==> config.mk <==
export PLATFORM = sky130hd
export DESIGN_NAME = fetch_unit_flat
export DESIGN_NICKNAME = d
export VERILOG_FILES = /design/src/rtl/fetch_unit_if.sv /design/src/rtl/fetch_unit.sv /design/src/flat_wrapper.sv
export SDC_FILE = /design/constraint.sdc
export NUM_CORES = 1
export LEC_CHECK = 0
export CAP_MARGIN = 10
export CELL_PAD_IN_SITES_DETAIL_PLACEMENT = 0
export CELL_PAD_IN_SITES_GLOBAL_PLACEMENT = 1
export CORE_ASPECT_RATIO = 0.8
export CORE_MARGIN = 2
export CORE_UTILIZATION = 35
export DETAILED_ROUTE_END_ITERATION = 8
export DONT_BUFFER_PORTS = 1
export PLACE_DENSITY_LB_ADDON = 0.15
export SLEW_MARGIN = 20
export SYNTH_ARGS = -nofsm -noshare
export SYNTH_HDL_FRONTEND = slang
export SYNTH_SLANG_ARGS = --single-unit
==> constraint.sdc <==
create_clock -name clk -period 2.4 [get_ports clk]
set_clock_uncertainty 0.05 [all_clocks]
set_input_delay 0.36 -clock clk [delete_from_list [all_inputs] [get_ports clk]]
set_output_delay 0.36 -clock clk [all_outputs]
set_load 0.01 [all_outputs]
==> src/rtl/fetch_unit_if.sv <==
// rtl/fetch_unit_if.sv - instruction memory request/ack bus between fetch unit and memory
interface fetch_unit_if #(
  parameter int PC_WIDTH = 64
) ();
  logic                imem_req;
  logic [PC_WIDTH-1:0] imem_addr;
  logic [31:0]         imem_rdata;
  logic                imem_ack;

  modport master (
    output imem_req,
    output imem_addr,
    input  imem_rdata,
    input  imem_ack
  );

  modport slave (
    input  imem_req,
    input  imem_addr,
    output imem_rdata,
    output imem_ack
  );
endinterface

==> src/rtl/fetch_unit.sv <==
// rtl/fetch_unit.sv - PC owner, imem fetcher, fetch buffer, IR and immediate generator
module fetch_unit #(
  parameter int                  PC_WIDTH = 64,
  parameter logic [PC_WIDTH-1:0] RESET_PC = '0
) (
  input  logic                clk,
  input  logic                reset_n,
  input  logic                pc_write,
  input  logic                pc_write_cond,
  input  logic                branch_op,
  input  logic [1:0]          pc_src,
  input  logic                load_ir,
  input  logic [PC_WIDTH-1:0] alu_result,
  input  logic [PC_WIDTH-1:0] alu_out,
  input  logic                alu_zero,
  fetch_unit_if.master        imem,
  output logic [PC_WIDTH-1:0] pc,
  output logic [31:0]         instruction,
  output logic [4:0]          rs1,
  output logic [4:0]          rs2,
  output logic [4:0]          rd,
  output logic [PC_WIDTH-1:0] imm,
  output logic                instr_valid,
  output logic                fetch_stall
);

  typedef enum logic [1:0] {START, FETCH, READY, IDLE} state_t;

  state_t              state, state_next;
  logic [PC_WIDTH-1:0] pc_next;
  logic [PC_WIDTH-1:0] fetch_addr;
  logic [31:0]         buffer;
  logic                discard;
  logic                take;
  logic                pc_we;

  function automatic logic [PC_WIDTH-1:0] immgen(input logic [31:0] w);
    logic [PC_WIDTH-1:0] r;
    r = '0;
    case (w[6:0])
      7'b0010011, 7'b0000011: r = {{(PC_WIDTH-12){w[31]}}, w[31:20]};
      7'b0100011:             r = {{(PC_WIDTH-12){w[31]}}, w[31:25], w[11:7]};
      7'b1100111:             r = {{(PC_WIDTH-13){w[31]}}, w[31], w[7], w[30:25], w[11:8], 1'b0};
      7'b0110111:             r = {{(PC_WIDTH-32){w[31]}}, w[31:12], 12'b0};
      default:                r = '0;
    endcase
    return r;
  endfunction

  always_comb begin
    take  = pc_write_cond & (alu_zero ^ branch_op);
    pc_we = pc_write | take;
    case (pc_src)
      2'd0:    pc_next = alu_result;
      2'd1:    pc_next = alu_out;
      2'd2:    pc_next = {alu_out[PC_WIDTH-1:1], 1'b0};
      default: pc_next = pc;
    endcase
  end

  always_ff @(posedge clk or negedge reset_n) begin
    if (!reset_n) state <= START;
    else          state <= state_next;
  end

  // A returned word is only accepted when no PC write has overtaken the request.
  always_comb begin
    state_next = state;
    case (state)
      START: state_next = FETCH;
      FETCH: if (imem.imem_ack && !discard && !pc_we) state_next = READY;
      READY: begin
        if (pc_we)        state_next = FETCH;
        else if (load_ir) state_next = IDLE;
      end
      IDLE:  if (pc_we) state_next = FETCH;
      default: state_next = START;
    endcase
  end

  always_ff @(posedge clk or negedge reset_n) begin
    if (!reset_n)   pc <= RESET_PC;
    else if (pc_we) pc <= pc_next;
  end

  always_ff @(posedge clk or negedge reset_n) begin
    if (!reset_n) begin
      fetch_addr  <= RESET_PC;
      buffer      <= '0;
      instr_valid <= 1'b0;
      discard     <= 1'b0;
      instruction <= '0;
      imm         <= '0;
    end else begin
      case (state)
        START: begin
          fetch_addr <= pc;
          discard    <= pc_we;
        end
        FETCH: begin
          if (imem.imem_ack) begin
            if (discard || pc_we) begin
              discard    <= 1'b0;
              fetch_addr <= pc_we ? pc_next : pc;
            end else begin
              buffer      <= imem.imem_rdata;
              instr_valid <= 1'b1;
            end
          end else if (pc_we) begin
            discard <= 1'b1;
          end
        end
        READY: begin
          if (load_ir) begin
            instruction <= buffer;
            imm         <= immgen(buffer);
          end
          if (load_ir || pc_we) instr_valid <= 1'b0;
          if (pc_we) fetch_addr <= pc_next;
        end
        IDLE: begin
          if (pc_we) fetch_addr <= pc_next;
        end
        default: ;
      endcase
    end
  end

  assign imem.imem_req  = (state == FETCH);
  assign imem.imem_addr = fetch_addr;
  assign rs1            = instruction[19:15];
  assign rs2            = instruction[24:20];
  assign rd             = instruction[11:7];
  assign fetch_stall    = load_ir & ~instr_valid;

endmodule

==> src/flat_wrapper.sv <==
// flat-port wrapper written by rule: the top's interface ports become plain ports
module fetch_unit_flat 
#(
  parameter int                  PC_WIDTH = 64,
  parameter logic [PC_WIDTH-1:0] RESET_PC = '0
)
  (clk, reset_n, pc_write, pc_write_cond, branch_op, pc_src, load_ir, alu_result, alu_out, alu_zero, pc, instruction, rs1, rs2, rd, imm, instr_valid, fetch_stall, imem_imem_req, imem_imem_addr, imem_imem_rdata, imem_imem_ack);
  fetch_unit_if #(.PC_WIDTH(PC_WIDTH)) imem_i ();
  input  logic clk;
  input  logic reset_n;
  input  logic pc_write;
  input  logic pc_write_cond;
  input  logic branch_op;
  input  logic [1:0] pc_src;
  input  logic load_ir;
  input  logic [PC_WIDTH-1:0] alu_result;
  input  logic [PC_WIDTH-1:0] alu_out;
  input  logic alu_zero;
  output logic [PC_WIDTH-1:0] pc;
  output logic [31:0] instruction;
  output logic [4:0] rs1;
  output logic [4:0] rs2;
  output logic [4:0] rd;
  output logic [PC_WIDTH-1:0] imm;
  output logic instr_valid;
  output logic fetch_stall;
  output wire logic [$bits(imem_i.imem_req)-1:0] imem_imem_req;
  output wire logic [$bits(imem_i.imem_addr)-1:0] imem_imem_addr;
  input wire logic [$bits(imem_i.imem_rdata)-1:0] imem_imem_rdata;
  input wire logic [$bits(imem_i.imem_ack)-1:0] imem_imem_ack;
  assign imem_imem_req = imem_i.imem_req;
  assign imem_imem_addr = imem_i.imem_addr;
  assign imem_i.imem_rdata = imem_imem_rdata;
  assign imem_i.imem_ack = imem_imem_ack;
  fetch_unit #(.PC_WIDTH(PC_WIDTH), .RESET_PC(RESET_PC)) u_core (.clk(clk), .reset_n(reset_n), .pc_write(pc_write), .pc_write_cond(pc_write_cond), .branch_op(branch_op), .pc_src(pc_src), .load_ir(load_ir), .alu_result(alu_result), .alu_out(alu_out), .alu_zero(alu_zero), .imem(imem_i), .pc(pc), .instruction(instruction), .rs1(rs1), .rs2(rs2), .rd(rd), .imm(imm), .instr_valid(instr_valid), .fetch_stall(fetch_stall));
endmodule
[After elaboration in Yosys (flattened, before gate mapping)]
Index checks and enable logic that the tools add are counted.
Storage, ports and cells
  flip-flop bits (word level): 260
  output and inout bits: 242
Operators by class
  equality and inequality tests: 20
  multiplexer cells: 20
  bitwise logic cells: 6
  reduce and logical (&&, ||, !) cells: 18
Operators by type and width (count)
  64-bit case mux with 3 select lines: 2
  64-bit two-way mux: 4
  64-bit case mux with 4 select lines: 1
  7-bit by 6-bit equality test with 1-bit output, second input constant: 2
  2-bit by 1-bit != test with 1-bit output, second input constant: 6
  3-bit AND reduction: 4
  2-bit two-way mux: 4
  2-bit case mux with 4 select lines: 1
  7-bit by 2-bit equality test with 1-bit output, second input constant: 1
  7-bit by 5-bit equality test with 1-bit output, second input constant: 1
  7-bit equality test, second input constant: 1
  2-bit equality test, second input constant: 3
  1-bit two-way mux: 6
  3-bit by 2-bit != test with 1-bit output, second input constant: 2
  2-bit by 1-bit equality test with 1-bit output, second input constant: 2
  2-bit zero test: 2
  1-bit case mux with 2 select lines: 2
  4-bit AND reduction: 1
  2-bit nonzero test: 2
  2-bit OR reduction: 2
  3-bit by 1-bit != test with 1-bit output, second input constant: 1
  1-bit bitwise AND: 2
  1-bit logical AND: 2
  1-bit zero test: 2
  6 further kinds: 8

[Logic depth before layout (Yosys ltp)]
Gate-level depths: netlist (run 1).
  depth in word-level cells: 7
  gate-level depth with buffers: 8

[Worst setup path before layout (run 1)]
No wires, ideal clock.
  path type: flip-flop to flip-flop
  start: reg u_core.state[1]
  end: reg u_core.fetch_addr[0] (netlist: u_core.imem.imem_addr[0])
  data arrival time: 2.035 ns
  setup slack: 0.250 ns
  cell stages (with the launch flop): 9
  buffers on the path: 2
  clock period less this slack: 2.150 ns
  cell sequence: dfrtp_1 > inv_1 > ha_1 > buf_2 > or3b_2 > o311ai_2 > buf_2 > a22o_1 > mux2_2
RTL lines
  from (decl): RTL line fetch_unit.sv:29  | state_t state, state_next;
  from (signal assigned): RTL line fetch_unit.sv:63  | else state <= state_next;
  2-bit by 1-bit equality test with 1-bit output *
  via imem_imem_req: RTL line flat_wrapper.sv:27  | output wire logic [$bits(imem_i.imem_req)-1:0] imem_imem_req;
  2-bit by 1-bit != test with 1-bit output (no line)
  3-bit AND reduction (no line)
  to (signal assigned): RTL line fetch_unit.sv:97  | fetch_addr <= pc;
  to (signal assigned): RTL line fetch_unit.sv:104  | fetch_addr <= pc_we ? pc_next : pc;
  to (signal assigned): RTL line fetch_unit.sv:119  | if (pc_we) fetch_addr <= pc_next;
  to (decl): RTL line fetch_unit.sv:31  | logic [PC_WIDTH-1:0] fetch_addr;
Mark *: on every way through the listed nets, which the timed path passes. The rest lies on a longest branch.
A chain may end at the register's enable or synchronous reset.

[Worst setup path after layout (run 1)]
  start: reg u_core.state[0]
  end: reg u_core.fetch_addr[18] (netlist: u_core.imem.imem_addr[18])
On the way
  word-level cells in the longest chain between the ends: 4
RTL lines
  2-bit equality test: RTL line fetch_unit.sv:95  | case (state)
  2-bit OR reduction (no line)
  2-bit by 1-bit != test with 1-bit output (no line)
  3-bit AND reduction (no line)
Several ways; a longest one is shown, not always the timed one.

==> results of run 1 <==
## cell usage after synthesis
library cell,instances
a41oi_1,1
a211o_1,1
o22a_2,1
buf_1,1
or3b_2,1
nor2b_1,1
nand2_1,219
o21ai_1,8
nor2_1,8
a22oi_1,4
buf_2,35
clkbuf_1,29
nand3_1,2
a2111oi_0,1
a21oi_1,23
inv_1,8
a21o_1,1
xor2_1,2
nand2b_1,1
mux2i_1,192
buf_6,6
mux2_2,126
xnor2_1,2
buf_4,47
nor4_1,1
nand4b_1,1
o2bb2ai_1,1
a22oi_4,1
nor4b_1,1
o221ai_1,1
nor3_2,1
a211oi_4,1
o311ai_2,1
dfrtp_1,228
a22o_1,70
o21ai_0,24
o211ai_1,1
nand4_1,3
ha_1,5
nand3b_1,3
nor4b_4,1
o221a_2,1
a211oi_1,1
o221ai_2,1
## placed cells by master (no fill, tap or decap), drive strengths merged, types with 2 or more instances in the layout
cell type	n
nor4b	2
xor2	2
ha	5
mux2	126
mux2i	192
dlygate4sd3	35
nand3b	3
nand3	2
a21oi	23
nand2	219
clkinv	6
a22o	70
a211oi	2
nand4	3
buf	27
a22oi	5
xnor2	2
nor2	8
dfrtp	228
o221ai	2
inv	9
bufinv	3
clkbuf	39
o21ai	32
## layer usage
metal	vias up	part of all wire, %	track usage (%)
met2	204	48	31.63
met1	4113	44	25.24
li1	3673	-	-
met4	0	1.8	4.042
met5	-	0	0
met3	36	6.4	4.885
## layout make-up
class | count | area (um^2) | area share [%]
inverters | 8 | 30.03 | 0.2242
multi-input cells | 713 | 5542 | 41.37
flip-flops and latches | 228 | 5709 | 42.62
clock buffers | 39 | 790.8 | 5.903
repair buffers | 62 | 653.1 | 4.875
well taps | 434 | 543.0 | 4.053
clock inverters | 10 | 128.9 | 0.9620
## per-stage QoR
stage	power (uW)	hold WS, ns
2_1_floorplan	10600	0.01441
3_3_place_gp	11760	0.02310
3_5_place_dp	11890	0.02370
4_1_cts	16310	-0.5531
5_1_grt	17030	-0.5585
6_report	16030	-0.5162
## registers in the layout, summed over array words and instances, names as in the netlist
register,cells
u_core.buffer,32
u_core.pc,64
u_core.imm,32
u_core.state,2
u_core.instruction,32
u_core.imem.imem_addr,64
u_core.discard,1
u_core.instr_valid,1
## critical path: stages (launching register included)
cell and delay (ns):
dfrtp_1 0.42, inv_1 0.13, ha_1 0.30, nand3b_1 0.20, o221ai_4 0.13, buf_4 0.28
a22o_1 0.28, mux2_2 0.26
## worst max path at each step
| stage | start | endpoint | depth (start not counted) |
|---|---|---|---|
| detailed placement | u_core.state[0]$_DFFE_PN0P_ | u_core.imem.imem_addr[6]$_DFFE_PN0P_ | 7 |
| finish | u_core.state[0]$_DFFE_PN0P_ | u_core.imem.imem_addr[18]$_DFFE_PN0P_ | 7 |
| floorplan | u_core.state[1]$_DFFE_PN0P_ | u_core.imem.imem_addr[0]$_DFFE_PN0P_ | 8 |
| CTS | u_core.state[0]$_DFFE_PN0P_ | u_core.imem.imem_addr[18]$_DFFE_PN0P_ | 7 |
| global placement | u_core.state[0]$_DFFE_PN0P_ | u_core.imem.imem_addr[60]$_DFFE_PN0P_ | 7 |
| global route | u_core.state[0]$_DFFE_PN0P_ | u_core.imem.imem_addr[13]$_DFFE_PN0P_ | 7 |
## power groups by stage
| stage | Combinational (uW) | Clock [uW] | Sequential [uW] |
|---|---|---|---|
| global placement | 4610 | 0 | 7150 |
| finish | 4740 | 4250 | 7050 |
| detailed placement | 4740 | 0 | 7140 |
| floorplan | 4260 | 0 | 6340 |
| CTS | 4830 | 4400 | 7080 |
| global route | 5240 | 4560 | 7230 |
## kinds of logic after synthesis
kind of cell / synth area share (%)
mux: 27.97
simple gates: 8.224
flops: 47.77
compound gates: 9.031
buf+inv: 6.181
fa+ha+maj: 0.5238
xor+xnor: 0.2934
==> impl_metrics.json, run 1 <==
{
  "grt_overflow": 0,
  "r2r_start": "u_core.state[0]$_DFFE_PN0P_",
  "die_h_um": 169.2,
  "r2r_cells": 7,
  "power.share.clock_pct": 26.5,
  "clock_sinks": 228,
  "grt_use_total_pct": 19.07,
  "power.net_switching_uw": 5751,
  "wire_per_inst_um": 23.18,
  "fin_util_pct": 39.83,
  "cts_tree": "yes",
  "pre_cts_slack_ns": 0.2103,
  "p_comb_share_pct": 29.5,
  "io_buffers": 0,
  "cts_max_path_buffers": 3,
  "layout-drive-gt1-share_pct": 19.81,
  "synth_top_area_share_pct": 47.77,
  "ys_ff_latch": 228,
  "ys_warn_count": 0,
  "power.density_cell_area_nw_per_um2": 1197,
  "netlist_area_um2": 11940,
  "clkTransAtPathRegs_ns": 0.06,
  "max_freq_ghz": 0.4550,
  "dp_hpwl_um": 22110,
  "drv_cap": 0,
  "antenna_left": 0,
  "min_path_type": "primary input to asynchronous set/reset pin",
  "switching_share_pct": 35.88,
  "avgSynthCellArea_um2": 11.19,
  "wirelength_um": 34630,
  "irDropWorstVdd_mv": 0.6080,
  "antennaDiodeCount": 0,
  "setup_violations": 0,
  "cts_resized": 0,
  "violations": "negative hold slack",
  "r2r_slack_ns": 0.20,
  "core_area_um2": 33630,
  "timing.max_slew.rel_slack_pct": 36.15,
  "routabilityCongestion": 0.7469,
  "yosysSeqAreaShare_pct": 47.77,
  "firstDrtPassIters": 4,
  "syn_nets": 1242,
  "synthDistinctLibCells": 44,
  "p_int_uw": 10280,
  "synth_top_cell_by_area": "dfrtp_1",
  "grt_pass1_vias": 8316,
  "hold-worst-slack_ns": -0.5162,
  "rsz0062_at_grt": "no",
  "cts-buffers-inserted": 27,
  "antenna_found_initial": 0,
  "areaGrowthSynthToFinish_pct": 12.17,
  "initial_utilization_pct": 35.51,
  "setup_tns_ns": 0,
  "fin_ws_ns": 0.2021,
  "cp.arrival_ns": 2.56,
  "grt_max_degree": 229,
  "crit_path_start_kind": "register",
  "design_area_um2": 13400,
  "drc": 0,
  "dieArea_um2": 35630,
  "cts_setup_buffers": 0,
  "status": "complete, but fails checks",
  "vias": 8026,
  "cp_max_fo": 30,
  "place_area_um2": 12110,
  "fillers": 3276,
  "dpl.cell_count": 1409,
  "die_x_um": 210.5,
  "postSynthCellCount": 1067,
  "required_ns": 2.76,
  "rows": 60,
  "clock_latency_ns": 0.55,
  "cp-end-kind": "register",
  "ctsHtreeMaxLevel": 1,
  "postCtsHoldBufs": 36,
  "ios": 412,
  "fin_nets": 1215,
  "cts-root-buf": "clkbuf_16",
  "grt_pass1_wl_um": 52760,
  "min_period_ns": 2.198,
  "seq_power_share_pct": 44.0,
  "first_iter_violations": 389,
  "fin_crit_sh_pct": 91.58,
  "hold_violations": 228,
  "drv_slew": 0,
  "via_per_inst": 5.372,
  "leakage_uw": 0.006427,
  "synth_area_leaders": "dfrtp_1 (48%), mux2i_1 (16%), mux2_2 (12%), nand2_1 (6.9%), a22o_1 (5.1%)",
  "crit_type": "register to register",
  "tightestPinTransition_ns": 0.9578,
  "stdcell_count": 1494,
  "r2r_end": "u_core.imem.imem_addr[18]$_DFFE_PN0P_"
}
Power figures use the tool's default switching activity.
==> run 2: changes to the inputs <==
- CORE_UTILIZATION: 35 -> 49
==> run 2 against run 1 <==
  * The flow still finishes with violations (negative hold slack)
  * Worst setup slack got worse by 0.030 ns
  * Via count decreased by 1.3%
  * Cell count decreased by 8.6%
  * Sequential share of layout area increased by 1.1 points
  * Critical path type unchanged
  * Critical endpoint is now u_core.imem.imem_addr[11]$_DFFE_PN0P_
  * Highest routed layer unchanged
==> impl_metrics.json, run 2 (same netlist as run 1, synthesis figures left out) <==
{
  "rsz0062_at_grt": "no",
  "drv_slew": 0,
  "totalPowerFinal_uw": 15330,
  "min_path_type": "primary input to asynchronous set/reset pin",
  "setup_violations": 0,
  "wl_met3_um": 2723,
  "met2RoutedLength_um": 15080,
  "cp-end-kind": "register",
  "cts_tree": "yes",
  "antennaDiodeCount": 0,
  "die_h_um": 143.6,
  "antenna_found_initial": 0,
  "wire_per_inst_um": 23.11,
  "dp_hpwl_um": 20730,
  "via_per_inst": 5.801,
  "grt_max_degree": 229,
  "clock_sinks": 228,
  "io_buffers": 0,
  "cts-buffers-inserted": 25,
  "most-common-layout-cells": "dfrtp_1 (227), nand2_1 (218), mux2i_1 (192), mux2_2 (126), a22o_1 (70)",
  "fin_nets": 1207,
  "drc": 0,
  "rows": 51,
  "clkTransAtPathRegs_ns": 0.06,
  "firstDrtPassIters": 6,
  "cp.arrival_ns": 2.57,
  "dieArea_um2": 25650,
  "setup_tns_ns": 0,
  "core_area_um2": 24120,
  "cts_setup_buffers": 0,
  "postCtsHoldBufs": 33,
  "first_iter_violations": 472,
  "ios": 412,
  "crit_type": "register to register",
  "antenna_left": 0,
  "path_cells": "inv_1 -> ha_1 -> nor2_1 -> o21ai_0 -> a22oi_4 -> buf_12 -> mux2_2",
  "timing.max_slew.rel_slack_pct": 55.74,
  "wirelength_um": 31540,
  "vias": 7918,
  "grt_pass1_vias": 7882,
  "status": "complete, but fails checks",
  "clock_latency_ns": 0.51,
  "power.density_cell_area_nw_per_um2": 1175,
  "grt_use_total_pct": 24.02,
  "hold_violations": 228,
  "violations": "negative hold slack",
  "min_period_ns": 2.228,
  "cts_max_path_buffers": 3,
  "final_common_cell": "dfrtp_1",
  "required_ns": 2.74,
  "grt_overflow": 0,
  "cpMaxStageDelayCell": "dfrtp_1",
  "initial_utilization_pct": 49.51,
  "grt_pass1_wl_um": 47990,
  "hold-worst-slack_ns": -0.4995,
  "slowest_delay_ns": 0.39,
  "routabilityCongestion": 0.7969,
  "drv_cap": 0,
  "irDropWorstVdd_mv": 0.7118,
  "pre_cts_slack_ns": 0.1741,
  "die_x_um": 178.5,
  "leakage_uw": 0.006323,
  "crit_path_start_kind": "register",
  "fin_crit_sh_pct": 92.82,
  "ctsHtreeMaxLevel": 1,
  "tightestPinTransition_ns": 0.6616,
  "cp_max_fo": 45,
  "cts-root-buf": "clkbuf_16",
  "fin_util_pct": 54.10,
  "layout-drive-gt1-share_pct": 19.01,
  "routed.top_layer": "met4",
  "fin_ws_ns": 0.1722,
  "max_freq_ghz": 0.4489,
  "cts_resized": 0,
  "areaGrowthSynthToFinish_pct": 9.272,
  "wl_met1_um": 13080
}
-- run 2: cell count changes in the layout (fill, tap and decap cells not counted), sizes merged --
cell	before	now
clkinvlp	0	1
clkinv	6	3
clkbuf	39	37
buf	27	23
inv	9	8
dlygate4sd3	35	33
bufinv	3	1
-- run 2: per-layer routing --
metal  track usage [%]  vias to the layer above
met3             6.958                       37
li1                  -                     3654
met5                 0                        -
met1             31.93                     3954
met4             5.392                        0
met2             39.06                      273
-- run 2: power breakdown --
group	switching [uW]	leakage (uW)	internal (uW)
clock network	1500	0.000390	2220
logic	2140	0.00307	2520
registers	1820	0.00286	5120
-- run 2: layout make-up --
type	count	area, um^2
multi-input combinational	713	5542
timing repair buffer	56	578.1
fill	2156	11070
sequential	228	5709
tap	318	397.9
clock buffer	37	740.7
clock inverter	5	52.55
inverter	8	30.03
-- run 2: per-stage QoR --
stage                     instances  instance area (um^2)
after floorplan                1067                 11940
after global placement         1290                 11930
after detailed placement       1290                 11930
after CTS                      1365                 13050
after global routing           1365                 13050
final                          1365                 13050
-- run 2: worst paths after layout --
check / start / end / slack, ns / cells after the start
min: reset_n / u_core.pc[60]$_DFF_PN0_ / -0.50 / 0
max reg2reg: u_core.state[0]$_DFFE_PN0P_ / u_core.imem.imem_addr[11]$_DFFE_PN0P_ / 0.17 / 7
min reg2reg: u_core.buffer[12]$_DFFE_PN0P_ / u_core.buffer[12]$_DFFE_PN0P_ / 0.48 / 1
max in group asynchronous: reset_n / u_core.imm[62]$_DFFE_PN0P_ / 2.39 / 0
min in group clk: pc_src[1] / u_core.pc[10]$_DFF_PN0_ / 0.04 / 3
max: u_core.state[0]$_DFFE_PN0P_ / u_core.imem.imem_addr[11]$_DFFE_PN0P_ / 0.17 / 7
-- run 2: critical path: cells and delay by family, from the launching register on --
kind / cells / cell delay [ns]
flip-flops: 1 / 0.39
AO/OA/AOI/OAI: 2 / 0.41
buffers and inverters: 2 / 0.41
AND/OR/NAND/NOR: 1 / 0.22
adder cells (fa/ha/maj): 1 / 0.22
multiplexers: 1 / 0.37
==> run 3: changes to the inputs <==
- PLACE_DENSITY: not set -> 0.85
- PLACE_DENSITY_LB_ADDON: 0.15 -> not set
==> run 3 against run 2 <==
  * The flow still finishes with violations (negative hold slack)
  * Routed wire length fell by 7.2%
  * Sequential share of layout area fell by 0.38 points
  * Register-to-register slack improved by 0.03 ns
  * Worst setup slack improved by 0.029 ns
==> impl_metrics.json, run 3 (same netlist as run 1, synthesis figures left out) <==
{
  "rsz0062_at_grt": "no",
  "min_path_type": "primary input to asynchronous set/reset pin",
  "cp_max_fo": 6,
  "grt_pass1_wl_um": 44220,
  "dp_hpwl_um": 19560,
  "cp-end-kind": "register",
  "die_x_um": 178.5,
  "r2r_start": "u_core.state[1]$_DFFE_PN0P_",
  "drc": 0,
  "routabilityCongestion": 0.7717,
  "hold_violations": 228,
  "grt_use_total_pct": 21.66,
  "antenna_left": 0,
  "dpl.cell_count": 1299,
  "areaGrowthSynthToFinish_pct": 10.24,
  "setup.worst_path.start": "u_core.state[1]$_DFFE_PN0P_",
  "ios": 412,
  "setup_tns_ns": 0,
  "cts-root-buf": "clkbuf_16",
  "fin_nets": 1215,
  "cts_resized": 0,
  "wirelength_um": 29280,
  "layout-drive-gt1-share_pct": 19.85,
  "grt_pass1_vias": 7988,
  "cts_max_path_buffers": 3,
  "min_period_ns": 2.198,
  "stdcell_count": 1376,
  "firstDrtPassIters": 5,
  "cts_setup_buffers": 0,
  "antenna_found_initial": 0,
  "crit_type": "register to register",
  "wire_per_inst_um": 21.28,
  "irDropWorstVdd_mv": 0.5707,
  "clkTransAtPathRegs_ns": 0.07,
  "drv_cap": 0,
  "violations": "negative hold slack",
  "required_ns": 2.75,
  "grt_max_degree": 229,
  "fin_util_pct": 54.58,
  "power.density_cell_area_nw_per_um2": 1180,
  "antennaDiodeCount": 0,
  "r2r_end": "u_core.imem.imem_addr[8]$_DFFE_PN0P_",
  "cts-buffers-inserted": 24,
  "cts_tree": "yes",
  "vias": 8064,
  "first_iter_violations": 471,
  "max_freq_ghz": 0.4549,
  "clock_latency_ns": 0.51,
  "final_common_cell": "dfrtp_1",
  "r2r_cells": 7,
  "tightestPinTransition_ns": 0.6181,
  "dieArea_um2": 25650,
  "io_buffers": 0,
  "ctsHtreeMaxLevel": 1,
  "drv_slew": 0,
  "totalPowerFinal_uw": 15530,
  "timing.max_slew.rel_slack_pct": 58.80,
  "setup_violations": 0,
  "hold-worst-slack_ns": -0.5030,
  "r2r_slack_ns": 0.20,
  "via_per_inst": 5.860,
  "postCtsHoldBufs": 32,
  "grt_overflow": 0,
  "initial_utilization_pct": 49.51,
  "core_area_um2": 24120,
  "crit_path_start_kind": "register",
  "clock_sinks": 228,
  "status": "complete, but fails checks",
  "fin_crit_sh_pct": 91.60,
  "most-common-layout-cells": "dfrtp_1 (227), nand2_1 (218), mux2i_1 (192), mux2_2 (126), a22o_1 (70)",
  "rows": 51,
  "cp.arrival_ns": 2.54,
  "die_h_um": 143.6,
  "leakage_uw": 0.006374
}
run 3: changes by cell type in the layout (fill, tap and decap cells not counted), moves of 2 or more:
cell	change
buf_4	+6
clkinvlp_4	+2
buf_12	+3
clkbuf_8	-3
run 3: power breakdown:
part | switching, uW | internal (uW) | leakage, uW
clock | 1530 | 2150 | 0.000379
combinational | 2190 | 2730 | 0.00313
sequential | 1800 | 5120 | 0.00286
total | 5530 | 10000 | 0.00637
run 3: critical path: stages, from the launching register on:
cell     delay (ns)
dfrtp_1        0.36
inv_1          0.10
ha_1           0.23
inv_1          0.17
o21ai_0        0.18
a22oi_4        0.42
buf_4          0.23
mux2_2         0.34
run 3: layout make-up:
type                    count  area, um^2
clock buffers              35       703.2
clock inverters             9       85.08
fillers                  2112       10960
inverters                   8       30.03
multi-input cells         713        5542
flip-flops and latches    228        5709
well taps                 318       397.9
repair buffers             65       698.2
run 3: routing by layer:
metal / share of wire (%) / vias to the layer above / track usage, %
li1: - / 3677 / -
met3: 8.1 / 52 / 6.058
met5: 0 / - / 0
met1: 41 / 4049 / 27.49
met4: 2.5 / 0 / 6.162
met2: 48 / 286 / 36.31
run 3: metrics by stage:
stage               worst slack (ns)  instance area (um^2)
floorplan                     0.2501                 11940
global placement              0.2218                 12030
detailed placement            0.1435                 12030
CTS                           0.1303                 13140
global route                 0.01350                 13170
finish                        0.2017                 13170
run 3: how the worst max path moves through the flow:
stage | slack, ns | to
global route | 0.01 | u_core.imem.imem_addr[50]$_DFFE_PN0P_
finish | 0.20 | u_core.imem.imem_addr[8]$_DFFE_PN0P_
CTS | 0.13 | u_core.imem.imem_addr[41]$_DFFE_PN0P_
detailed placement | 0.14 | u_core.imem.imem_addr[46]$_DFFE_PN0P_
floorplan | 0.25 | u_core.imem.imem_addr[0]$_DFFE_PN0P_
global placement | 0.22 | u_core.imem.imem_addr[56]$_DFFE_PN0P_
